--- src/rtl/a4_q2_shift_add_multiplier_pkg.sv ---
// Shared types and sizes for the shift-add multiplier
// and its eight-bit adder.
package a4_q2_shift_add_multiplier_pkg;

   localparam int OPERAND_W  = 8;
   localparam int PRODUCT_W  = 16;
   localparam int ITERATIONS = 8;
   localparam int CNT_W      = $clog2(ITERATIONS);

   typedef enum logic [1:0] {
      ST_IDLE = 2'd0,
      ST_RUN  = 2'd1,
      ST_DONE = 2'd2
   } state_t;

endpackage

--- src/rtl/a4_q2_shift_add_multiplier_add.sv ---
// Eight-bit add/subtract block.
// opcode 0 adds, opcode 1 computes x - y.
import a4_q2_shift_add_multiplier_pkg::*;

module A4_Q1_eight_bit_adder (
   input  logic [OPERAND_W-1:0] i_x,
   input  logic [OPERAND_W-1:0] i_y,
   input  logic                 i_opcode,
   output logic [OPERAND_W-1:0] o_sum,
   output logic                 o_carry,
   output logic                 o_overflow
);

   logic [OPERAND_W-1:0] w_y;

   // Subtract is add of the inverted operand with carry-in 1
   always_comb begin
      w_y = i_opcode ? ~i_y : i_y;
      {o_carry, o_sum} = {1'b0, i_x} + {1'b0, w_y}
                       + {{OPERAND_W{1'b0}}, i_opcode};
      o_overflow = (i_x[OPERAND_W-1] == w_y[OPERAND_W-1])
                && (o_sum[OPERAND_W-1] != i_x[OPERAND_W-1]);
   end

endmodule

--- src/rtl/a4_q2_shift_add_multiplier.sv ---
// Multi-cycle unsigned 8x8 shift-add multiplier
// with start/busy/done handshake.
import a4_q2_shift_add_multiplier_pkg::*;

module a4_q2_shift_add_multiplier #(
   parameter bit SKIP_ZERO = 1'b0
) (
   input  logic                 clk,
   input  logic                 reset,
   input  logic                 start,
   input  logic [OPERAND_W-1:0] multiplicand,
   input  logic [OPERAND_W-1:0] multiplier,
   output logic                 busy,
   output logic                 done,
   output logic [PRODUCT_W-1:0] product
);

   state_t               r_state;
   logic [OPERAND_W-1:0] r_a;
   logic [OPERAND_W-1:0] r_p_hi;
   logic [OPERAND_W-1:0] r_q;
   logic [CNT_W-1:0]     r_cnt;

   logic [OPERAND_W-1:0] w_add_y;
   logic [OPERAND_W-1:0] w_sum;
   logic                 w_carry;
   logic                 w_unused_ovf;
   logic [PRODUCT_W-1:0] w_shifted;
   logic                 w_zero_op;
   logic                 w_last;

   // Partial-product select, shifted result and bypass detect
   always_comb begin
      w_add_y   = r_q[0] ? r_a : '0;
      w_shifted = {w_carry, w_sum, r_q[OPERAND_W-1:1]};
      w_zero_op = (multiplicand == '0) || (multiplier == '0);
      w_last    = (r_cnt == CNT_W'(ITERATIONS - 1));
   end

   A4_Q1_eight_bit_adder u_add (
      .i_x        (r_p_hi),
      .i_y        (w_add_y),
      .i_opcode   (1'b0),
      .o_sum      (w_sum),
      .o_carry    (w_carry),
      .o_overflow (w_unused_ovf)
   );

   // Control FSM, datapath registers and registered outputs
   always_ff @(posedge clk) begin
      if (reset) begin
         r_state <= ST_IDLE;
         r_a     <= '0;
         r_p_hi  <= '0;
         r_q     <= '0;
         r_cnt   <= '0;
         busy    <= 1'b0;
         done    <= 1'b0;
         product <= '0;
      end else begin
         case (r_state)
            ST_IDLE, ST_DONE: begin
               done <= 1'b0;
               busy <= 1'b0;
               if (start) begin
                  r_a    <= multiplicand;
                  r_q    <= multiplier;
                  r_p_hi <= '0;
                  r_cnt  <= '0;
                  if (SKIP_ZERO && w_zero_op) begin
                     r_state <= ST_DONE;
                     done    <= 1'b1;
                     product <= '0;
                  end else begin
                     r_state <= ST_RUN;
                     busy    <= 1'b1;
                  end
               end else begin
                  r_state <= ST_IDLE;
               end
            end
            ST_RUN: begin
               {r_p_hi, r_q} <= w_shifted;
               r_cnt <= r_cnt + 1'b1;
               if (w_last) begin
                  r_state <= ST_DONE;
                  product <= w_shifted;
                  busy    <= 1'b0;
                  done    <= 1'b1;
               end
            end
            default: begin
               r_state <= ST_IDLE;
               busy    <= 1'b0;
               done    <= 1'b0;
            end
         endcase
      end
   end

endmodule

--- config.mk ---
export PLATFORM = sky130hd
export DESIGN_NAME = a4_q2_shift_add_multiplier
export DESIGN_NICKNAME = d
export VERILOG_FILES = /design/src/rtl/a4_q2_shift_add_multiplier_pkg.sv /design/src/rtl/a4_q2_shift_add_multiplier_add.sv /design/src/rtl/a4_q2_shift_add_multiplier.sv
export SDC_FILE = /design/constraint.sdc
export NUM_CORES = 1
export LEC_CHECK = 0
export BUFFER_PORTS_ARGS = -buffer_cell sky130_fd_sc_hd__buf_2
export CAP_MARGIN = 20
export CORE_MARGIN = 2
export CORE_UTILIZATION = 40
export DETAILED_ROUTE_END_ITERATION = 8
export PLACE_DENSITY = 0.69
export SYNTH_ARGS = -nofsm -noshare
export SYNTH_HDL_FRONTEND = slang
export SYNTH_SLANG_ARGS = --single-unit
--- constraint.sdc ---
create_clock -name clk -period 3.6 [get_ports clk]
set_input_delay 0.72 -clock clk [delete_from_list [all_inputs] [get_ports clk]]
set_output_delay 0.72 -clock clk [all_outputs]
set_load 0.03 [all_outputs]
## Word-level counts from Yosys, hierarchy flattened

Index checks and enable logic that the tools add are counted.

- Word-level logic and storage cells: 36
- Bits of input ports: 19
- Output and inout port bits: 18
- Register bits: 47

- Bitwise operators: 1
- Multiplexer cells: 13
- Eq/ne operators: 5
- $add $sub $neg: 2
- Reductions and logical operators: 7

Operator list:

| kind | number |
|---|---|
| 8-bit case mux with 2 select lines | 2 |
| 8-bit two-way mux | 3 |
| 8-bit by 8-bit adder with 9-bit output | 1 |
| 3-bit case mux with 2 select lines | 1 |
| 2-bit AND reduction | 3 |
| 2-bit != test (second input constant) | 2 |
| 2-bit case mux with 2 select lines | 1 |
| 2-bit OR reduction | 2 |
| 3-bit by 1-bit adder with 3-bit output (second input constant) | 1 |
| 3-bit == test (second input constant) | 1 |
| 1-bit two-way mux | 3 |
| 3-bit two-way mux | 1 |
| 2-bit by 1-bit == test with 1-bit output (second input constant) | 1 |
| 2-bit == test (second input constant) | 1 |
| 2-bit logical NOT | 1 |
| 2-bit two-way mux | 1 |
| 1-bit case mux with 2 select lines | 1 |
| 2-bit nonzero test | 1 |
| 1-bit inverter | 1 |

## Logic depth before layout (Yosys ltp)

- Depth after elaboration: 4
- Depth in mapped cells: 7
- Gate-level depth less buffers: 7

## Cells and area by module

Synthesis repeated with hierarchy kept, for this count alone.

- Cells, all modules: 263
- Area, all modules: 2277.2 sq um

By module, submodules not included:

| module | seq. area each (sq um) | area an instance (sq um) | cells each | instances |
|---|---|---|---|---|
| a4_q2_shift_add_multiplier | 940.9 | 1806.7 | 203 | 1 |
| A4_Q1_eight_bit_adder | 0.0 | 470.5 | 60 | 1 |

## Worst setup path before layout

No wires, ideal clock.

- Path kind: register to register
- Start: reg r_q[0]
- End: reg product[13]
- Data arrival time: 1.746 ns
- Buffers on the path: 0
- Period minus slack after synthesis: 1.875 ns
- Setup time: 0.128 ns
- Required time: 3.472 ns
- Stages on the path, launching flop included: 8
- Setup slack: 1.725 ns
- Cells stage by stage: dfxtp_1 > and2_1 > ha_1 > fa_1 > a21oi_1 > o21ai_0 > a211oi_1 > o31ai_1

- Longest elaborated chain between the ends: 2

RTL lines:

| item | RTL line | text |
|---|---|---|
| start: declaration | a4_q2_shift_add_multiplier.sv:21 | `logic [OPERAND_W-1:0] r_q;` |
| start signal: assignment | a4_q2_shift_add_multiplier.sv:67 | `r_q <= multiplier;` |
| start signal: assignment | a4_q2_shift_add_multiplier.sv:83 | `{r_p_hi, r_q} <= w_shifted;` |
| 8-bit two-way mux | a4_q2_shift_add_multiplier.sv:34 | `w_add_y = r_q[0] ? r_a : '0;` |
| 8-bit by 8-bit adder with 9-bit output | a4_q2_shift_add_multiplier_add.sv:19 | `{o_carry, o_sum} = {1'b0, i_x} + {1'b0, w_y}` |
| end signal: assignment | a4_q2_shift_add_multiplier.sv:87 | `product <= w_shifted;` |
| end: declaration | a4_q2_shift_add_multiplier.sv:15 | `output logic [PRODUCT_W-1:0] product` |

No other way between the ends.
A chain may end at the register's enable or synchronous reset.

## Final worst setup path

- Start: reg r_q[0]
- End: reg r_p_hi[5]

- Longest elaborated chain between the ends: 3

RTL lines:

| item | RTL line | text |
|---|---|---|
| 8-bit two-way mux | a4_q2_shift_add_multiplier.sv:34 |  |
| 8-bit by 8-bit adder with 9-bit output | a4_q2_shift_add_multiplier_add.sv:19 |  |
| 8-bit case mux with 2 select lines | a4_q2_shift_add_multiplier.sv:61 | `case (r_state)` |
| end signal: assignment | a4_q2_shift_add_multiplier.sv:83 |  |
| end: declaration | a4_q2_shift_add_multiplier.sv:20 | `logic [OPERAND_W-1:0] r_p_hi;` |

No other way between the ends.

==> out/metrics.cfg <==
[run_status]
status = completed

[floorplanning]
rows = 26
die-area_sq_um = 5730
die_width_um = 75.7
start_util_pct = 40.7
die_h_um = 75.7
boundaryPins = 37
coreArea_sq_um = 5040

[global_routing]
grt_pass1_wl_mm = 7.16
first_global_vias = 1573
antenna_found_initial = 0
grt_use_total_pct = 16.3
gr-total-overflow = 0
grt_max_degree = 46

[synthesis]
synth_top_area_share_pct = 44.8
yosysWarnings = 0
synthFlopType = dfxtp_1
seq_area_frac_synth_pct = 44.8
yosysTopAreaCell = dfxtp_1
ys_types = 40
synth_edf_count = 0
syn_area_sq_um = 2050
syn_nets = 269
syn_inst = 239
yosys-top-cells-area = dfxtp_1 (45%), nand2_1 (9.7%), ha_1 (6.1%), a21oi_1 (5.6%), a311oi_1 (3.0%)
syn_area_per_cell_sq_um = 8.60
ys_ff_latch = 46
synthArstFlopShare_pct = 0

[setup_path]
critical-path-max-stage-delay_ns = 0.43
critPathMaxFanout = 9
crit_family = compound AO/OA/AOI/OAI gates
start_kind = flip-flop
crit_slowest_cell = fa_1
r2r_end = r_p_hi[5]
rr_worst_depth = 7
endpoint = r_p_hi[5]
crit_arrival_ns = 2.27
path_depth = 7
regToRegSetupSlack_ns = 1.48
worstSetupPathType = reg -> reg
crit_start = r_q[0]
r2r_start = r_q[0]
end_kind = flip-flop
cp.required_ns = 3.75
crit_chain = and2_1 > ha_1 > fa_1 > a21oi_1 > o21ai_0 > a211oi_1 > o41ai_1
crit_buf_inv = 0

[detailed_routing]
drt_iter0_markers = 105
wl_per_cell_um = 12.8
wl_mm = 4.36
drcViolationCount = 0
dr.pass1.iters = 4
postRouteAntennaNets = 0
vias_per_cell = 5.09
via_count = 1729

[final_layout]
n_antenna_cell = 0
layout.cells.non_filler = 340
fin_area_sq_um = 2370
nets = 299
multi_input_area_sq_um = 1070
area_growth_pct = 15.6
fillers = 486
drive_gt1_share_pct = 18.5
regArea_sq_um = 921

[cts]
cts_made_buffers = 5
cts.sinks = 46
clk_latency_ns = 0.30
cts-root-buf = clkbuf_8
cts_tree = done
cts_hold_buf = 0
clk_pin_slew_worst_paths_ns = 0.09
post_cts_buffers = 0
ctsHtreeMaxLevel = 2
cts_buffer_depth = 2
postCtsResizedCells = 0

[sta]
slew_violations = 0
fmax_mhz = 472
setup_slack_ns = 1.48
setup_violations = 0
min_period_over_period_pct = 58.9
rsz0062_at_grt = no
relSlewSlack_pct = 44.7
fin_worst_skew_ns = 0.0110
tns_ns = 0
hold_viol_final = 0
min_period_ns = 2.12
worst_pin_slew_ns = 0.829

[place]
dp_cells = 332
hpwlAfterDp_mm = 3.00
gp_congestion = 0.869
port_buffers = 36
place_area_sq_um = 2270
pre_cts_ws_ns = 1.53

[power]
ir_drop_v = 0.000239
p_leak_nw = 1.03
power_density_nw_per_um2 = 408
power_mw = 0.970

[flow_run]
drv_cap = 0

[min_path]
hold_path_class = reg -> reg

-- layout by cell type (no fill, tap or decap), types with 2 or more instances in the layout --
| cell | n |
|---|---|
| buf_2 | 36 |
| and2_1 | 9 |
| dfxtp_1 | 46 |
| a21oi_1 | 23 |
| a21o_1 | 3 |
| inv_1 | 2 |
| nand3_1 | 2 |
| nor3_1 | 3 |
| a211oi_1 | 2 |
| ha_1 | 10 |
| a311oi_1 | 7 |
| nor3b_1 | 2 |
| nand3b_1 | 4 |
| nand2b_1 | 5 |
| clkbuf_8 | 7 |
| xnor2_1 | 2 |
| nand2_1 | 53 |
| o31ai_1 | 3 |
| o21ai_0 | 5 |
| o211ai_1 | 2 |
| xor2_1 | 2 |
| o41ai_1 | 3 |
| o21a_1 | 2 |
| a22o_1 | 5 |
| nor2_1 | 16 |
-- routing by layer --
| metal | vias to the layer above | track usage, % | routed length, um |
|---|---|---|---|
| met4 | 0 | 6.43 | 80 |
| met3 | 8 | 4.10 | 171 |
| met1 | 794 | 23.2 | 2210 |
| li1 | 891 | - | - |
| met5 | - | 0 | 0 |
| met2 | 36 | 23.8 | 1890 |
-- registers in the layout (all words and copies together), names as in the netlist --
name	flops
r_a	8
r_p_hi	8
r_q	8
r_state	2
r_cnt	3
done	1
product	16
-- tightest hold or removal path, cell delays in order (launching register included) --
cell	delay, ns
dfxtp_1	0.31
nand2_1	0.05
a21oi_1	0.05
-- cells by family after synthesis --
kind of cell	Yosys count	share of synthesized area [%]
adders and majority gates	11	7.06
DFF	46	44.8
and+or+nand+nor	101	23.0
buffers and inverters	16	3.29
xor gates and xnor gates	4	1.71
AOI/OAI and AO/OA	61	20.2
-- stage by stage --
step           hold slack [ns]  utilization [%]
2_1_floorplan            0.426                -
3_3_place_gp             0.442             45.0
3_5_place_dp             0.444             45.0
4_1_cts                  0.455             47.1
5_1_grt                  0.480             47.1
6_report                 0.453             47.1
-- how the worst min path moves through the flow --
stage,depth (start not counted),startpoint,slack (ns),end
floorplan,2,r_p_hi[5],0.43,r_p_hi[5]
global placement,2,product[6],0.44,product[6]
detailed placement,2,r_a[4],0.44,r_a[4]
CTS,2,r_a[4],0.46,r_a[4]
global route,2,product[5],0.48,product[5]
finish,2,r_a[4],0.45,r_a[4]
-- area by class of cell --
type	count	area share (%)
clock inverter	1	0.369
multi-input combinational	177	44.9
clock buffer	7	4.06
sequential	46	38.8
inverter	2	0.316
timing repair buffer	37	7.90
tap	70	3.69
-- synth_stat cells, drive strengths merged, types with 2 or more instances --
master  instances
a211oi          3
a21o            4
a21oi          23
a22o            5
a311oi          7
and2            9
buf             7
clkbuf          7
dfxtp          46
ha             10
inv             2
nand2          54
nand2b          5
nand3           2
nand3b          4
nor2           16
nor3            4
nor3b           2
o211ai          2
o21a            2
o21ai           6
o31ai           3
o41ai           3
xnor2           2
xor2            2
-- power breakdown --
group          switching, mW  internal [mW]
sequential            0.0133          0.526
clock                  0.173          0.176
combinational         0.0504         0.0314
(Power assumes the default switching activity.)
